===== config.mk =====
export PLATFORM = sky130hd
export DESIGN_NAME = execute_unit
export DESIGN_NICKNAME = d
export VERILOG_FILES = /design/src/rtl/execute_unit.sv
export SDC_FILE = /design/constraint.sdc
export NUM_CORES = 1
export LEC_CHECK = 0
export ABC_AREA = 1
export CORE_MARGIN = 3
export CORE_UTILIZATION = 35
export DETAILED_ROUTE_END_ITERATION = 10
export GPL_ROUTABILITY_DRIVEN = 0
export SLEW_MARGIN = 20
export SYNTH_ARGS = -nofsm -noshare
export SYNTH_HDL_FRONTEND = slang
export SYNTH_SLANG_ARGS = --single-unit

===== constraint.sdc =====
create_clock -name clk -period 13.3 [get_ports clk]
set_clock_uncertainty 0.05 [all_clocks]
set_input_delay 2.66 -clock clk [delete_from_list [all_inputs] [get_ports clk]]
set_output_delay 2.66 -clock clk [all_outputs]
set_load 0.01 [all_outputs]

===== src/rtl/execute_unit.sv =====
// execute_unit: integer ALU, compare flags register {GT, E} and branch resolution.
module execute_unit #(
    parameter int WIDTH = 16
) (
    input  logic             clk,
    input  logic             rst_n,
    input  logic [WIDTH-1:0] op1,
    input  logic [WIDTH-1:0] op2,
    input  logic [3:0]       aluop,
    input  logic [WIDTH-1:0] brachtarget,
    input  logic             isunconditionalbranch,
    input  logic             isBeq,
    input  logic             isBgt,
    output logic [WIDTH-1:0] aluresult,
    output logic [WIDTH-1:0] branchpc,
    output logic             isbranchtaken,
    output logic [1:0]       flags
);
    logic [3:0] shamt;
    assign shamt = op2[3:0];
    always_comb begin
        aluresult = '0;
        case (aluop)
            4'd0:    aluresult = op1 + op2;
            4'd1,
            4'd2:    aluresult = op1 - op2;
            4'd3:    aluresult = op1 * op2;
            4'd4:    aluresult = op1 & op2;
            4'd5:    aluresult = op1 | op2;
            4'd6:    aluresult = ~op2;
            4'd7:    aluresult = op2;
            4'd8:    aluresult = op1 << shamt;
            4'd9:    aluresult = op1 >> shamt;
            4'd10:   aluresult = $signed(op1) >>> shamt;
            default: aluresult = '0;
        endcase
    end
    // Only cmp writes flags; a same-cycle branch still sees the pre-edge value.
    always_ff @(posedge clk or negedge rst_n)
        if (!rst_n) flags <= 2'b00;
        else if (aluop == 4'd2) flags <= {$signed(op1) > $signed(op2), op1 == op2};
    assign branchpc      = brachtarget;
    assign isbranchtaken = isunconditionalbranch | (isBeq & flags[0]) | (isBgt & flags[1]);
endmodule


* After elaboration in Yosys (flattened, before gate mapping) *
Cells that the tools add are included.

word-level totals
  bits in registers = 2
  output and inout bits = 35

operators by class
  add/sub/neg operators = 2
  multipliers = 1
  $lt $le $gt $ge = 1
  equal/unequal tests = 11
  shifts and indexed selects = 3
  muxes and demuxes = 1
  bitwise logic cells = 7
  reduce and logical (&&, ||, !) cells = 2

operator list
  cell                                                              count
  16-bit case mux with 10 select lines                              1
  16-bit adder                                                      1
  16-bit bitwise AND                                                1
  16-bit == test                                                    1
  4-bit by 3-bit == test with 1-bit output (second input constant)  4
  16-bit > comparator                                               1
  16-bit by 16-bit multiplier with 16-bit output                    1
  16-bit NOT                                                        1
  16-bit bitwise OR                                                 1
  16-bit by 4-bit << shifter with 16-bit output                     1
  16-bit by 4-bit right shift with 16-bit output                    1
  16-bit by 4-bit >>> shifter with 16-bit output                    1
  16-bit subtractor                                                 1
  4-bit == test (second input constant)                             3
  4-bit by 2-bit == test with 1-bit output (second input constant)  2
  4-bit by 1-bit == test with 1-bit output (second input constant)  1
  4-bit logical NOT                                                 1
  1-bit bitwise AND                                                 2
  1-bit bitwise OR                                                  2
  2-bit OR reduction                                                1

* Depth between registers and ports, before layout *
  depth after elaboration = 3
  mapped depth = 29
  depth with buffers taken out = 26

* Worst setup path after synthesis *
OpenSTA, ideal clock, no wires.

  path type = in2out
  from = in op2[1]
  to = out aluresult[15]
  arrival time = 7793 ps
  path slack = 2797 ps
  stages on the path = 24
  cell sequence = buf_2 > buf_1 > buf_1 > nand2_1 > fa_1 > fa_1 > inv_1 > fa_1 > fa_1 > fa_1 > inv_1 > fa_1 > inv_1 > ha_1 > a21o_1 > a31oi_1 > nand3_1 > nand2_1 > nand2_1 > a21oi_1 > inv_1 > nand2_1 > nand3_1 > nand2_1

between the ends
  longest elaborated chain between the ends = 2

RTL lines
  what                                                                          RTL line  text
  start, declared                                                               8         input logic [WIDTH-1:0] op2,
  16-bit by 16-bit multiplier with 16-bit output, or another cell as far along  27        4'd3: aluresult = op1 * op2;
  16-bit case mux with 10 select lines *                                        23        case (aluop)
  end, declared                                                                 14        output logic [WIDTH-1:0] aluresult,

Mark *: on every way between the ends. The rest lies on a longest branch, timed or not.

* Worst setup path in the final report *
  from = in op2[2]
  to = out aluresult[12]

Same word-level chain as after synthesis.

==> results by group <==
Route
  – Vias: 9,159
  – Via density: 5.26
  – Final ANT Viol Nets: 0
  – 1st-iter DRT viols: 875
  – Drt drc: 0
  – Final WL: 31.0 mm
  – First-pass DRT Iterations: 8
  – Per-cell routed wire length: 17.8 um

Clocking
  – CTS tree: yes
  – CTS Buf Count: 3
  – Sink Count: 2
  – Post-CTS Repair Setup Buffers: 0
  – Clk_lat worst skew: 0.22 ns
  – Hold buffer count at cts: 0
  – H-tree levels: 1
  – CTS clock-pin slew for the worst setup and hold paths: 0.03 ns
  – Clock buffer depth: 2
  – Resized cells post-CTS: 0
  – CTS root buf: clkbuf_16

Timing
  – Fmax: 0.0845 GHz
  – Final worst path period need: 11.83 ns
  – RSZ-0062 raised after global routing: false
  – Worst slew pin tran: 0.987 ns
  – Total negative slack: 0 ns
  – Period Utilization, post-route: 0.889
  – Worst slew margin: 0.340
  – Final setup viols: 0
  – Final hold vios: 0
  – Max Slew Vio Count: 0

Min path
  – Hold path cells: 2
  – Worst Hold Path EP: flags[1]$_DFFE_PN0P_
  – Worst hold path startpoint: flags[1]$_DFFE_PN0P_
  – Tightest Hold Check Type: register to register

Floorplanning
  – Initial core utilization: 0.360
  – Die Height: 162 um
  – Site row count: 56
  – # IOs: 92
  – DIE AREA: 0.0262 mm^2
  – Die Wd: 162 um
  – Core ar.: 0.0237 mm^2

Logic synthesis
  – Syn Area/Cell: 6.02 um^2
  – Gate count after technology mapping: 1,415
  – Commonest cells in the netlist: nand2_1, inv_1, ha_1, fa_1, a21oi_1
  – EDFF count, synth: 0
  – Warnings from Yosys: 0
  – Post-synth top area cell: fa_1
  – Synthesized Nets: 1,653
  – Synth top area cells: fa_1, nand2_1, ha_1, inv_1, a21oi_1
  – Cell variety after synth: 57
  – Post-synth top area share: 0.190
  – Fraction of registers with async set/reset: 1.00
  – #FFs+latches synth: 2
  – Primary FF master, synth: dfrtp_1
  – Synthesized area: 0.00852 mm^2
  – Cell with the most instances after synthesis: nand2_1
  – Post-synthesis sequential area ratio: 0.00588

Layout
  – Layout cells sized above 1: 0.0359
  – Largest Register: flags
  – Fin nets: 1,662
  – # diodes: 0
  – Layout fillers: 2,630
  – Synth-to-Final Area Change: 9.30%
  – Max reg flops: 2
  – Biggest regs: flags (2)

Power
  – Pleak: 5.26 nW
  – Total power: 1.05 mW
  – Peak supply drop: 87.0 uV
  – P per Cell Area: 113 mW/mm^2

GRT
  – Largest net degree at the start of global routing: 38
  – First-pass GRT wire length: 49.4 mm
  – Total grt overflow: 0
  – Vias in the first global route: 9,214
  – Total GRT Usage: 0.237
  – Initial antenna violation count: 0

Placement
  – IO Port Bufs: 59
  – DP HPWL: 25.1 mm

Worst setup path
  – CP arrival: 9.12 ns
  – R2R Setup Slk: 12.59 ns
  – R2r worst-path depth: 2
  – CP Capture Type: output port
  – Critical Path Start Type: input port
  – Worst path required time: 10.59 ns
  – WS Path Type: input port to output port
  – Worst reg2reg startpoint: flags[0]$_DFFE_PN0P_
  – Reg-to-reg critical path endpoint: flags[0]$_DFFE_PN0P_
  – Crit-path max FO: 19

Flow run
  – Max cap viols: 0

Run status
  – Status: finished clean
-- worst max-delay path, cell delays in order --
cell and delay, ns:
clkdlybuf4s50_1 1.12, buf_4 0.35, nand2_1 0.07, inv_1 0.08, fa_1 0.44, fa_1 0.49
ha_1 0.20, fa_1 0.48, inv_1 0.05, fa_1 0.49, fa_1 0.49, inv_1 0.04
ha_1 0.34, nand2_1 0.09, nor3_1 0.23, nand2_1 0.08, nand2_1 0.10, nand2_1 0.07
nand2_1 0.06, a21oi_1 0.07, or2_2 0.28, nand3_1 0.12, nand4_1 0.18, clkdlybuf4s50_1 0.53
-- cell families after synthesis --
family,Yosys count,share of synthesized area
compound gates,236,0.163
xor+xnor,9,0.00925
fa+ha+maj,181,0.337
buf+inv,389,0.187
flops,2,0.00588
mux,4,0.00470
simple gates,594,0.294
-- cells in the final DEF, fill, tap and decap left out, types with 16 or more instances in the layout --
| cell | count |
|---|---|
| a21oi_1 | 79 |
| fa_1 | 81 |
| o22ai_1 | 16 |
| buf_4 | 18 |
| ha_1 | 100 |
| inv_1 | 308 |
| nor3_1 | 22 |
| nand2_1 | 391 |
| nor2_1 | 61 |
| nand3_1 | 77 |
| clkdlybuf4s50_1 | 58 |
| o21ai_0 | 72 |
-- power breakdown --
group / leakage [nW] / internal [mW] / switching (mW) / total (mW)
clock network: 0.0370 / 0.0383 / 0.00779 / 0.0461
logic: 5.20 / 0.377 / 0.620 / 0.997
registers: 0.0245 / 0.00755 / 0.00120 / 0.00875
total: 5.26 / 0.423 / 0.629 / 1.05
-- layout make-up --
type	count	area, um^2	share of cell area
Multi-Input combinational cell	1024	6880	0.739
Inverter	316	1190	0.127
Timing Repair Buffer	77	721	0.0774
Tap cell	319	399	0.0429
Clock buffer	3	75.1	0.00806
Sequential cell	2	50.0	0.00538
-- layer usage --
layer	track usage	wire length (um)	part of all wire	vias up
met5	0	0	0	-
met4	0.0915	1250	0.040	0
met3	0.0217	2540	0.082	80
met2	0.392	14200	0.46	416
met1	0.321	13000	0.42	4234
li1	-	-	-	4429
-- through the flow --
stage	hold slack, ns	setup slack, ns	std cells	utilization	area [um^2]
6_report	0.481	1.47	1741	0.393	9310
5_1_grt	0.521	1.17	1741	0.393	9310
4_1_cts	0.498	1.56	1741	0.393	9310
3_5_place_dp	0.472	1.56	1738	0.390	9240
3_3_place_gp	0.467	1.67	1738	0.390	9240
2_1_floorplan	0.480	2.80	1415	-	8520
-- how the worst max path moves through the flow --
stage,end,slack [ns],cells past startpoint,start
global route,aluresult[15],1.17,25,op2[2]
global placement,aluresult[15],1.67,23,op2[2]
detailed placement,aluresult[15],1.56,23,op2[2]
finish,aluresult[12],1.47,24,op2[2]
floorplan,aluresult[15],2.80,24,op2[1]
CTS,aluresult[15],1.56,23,op2[2]
Power figures use the tool's default switching activity.
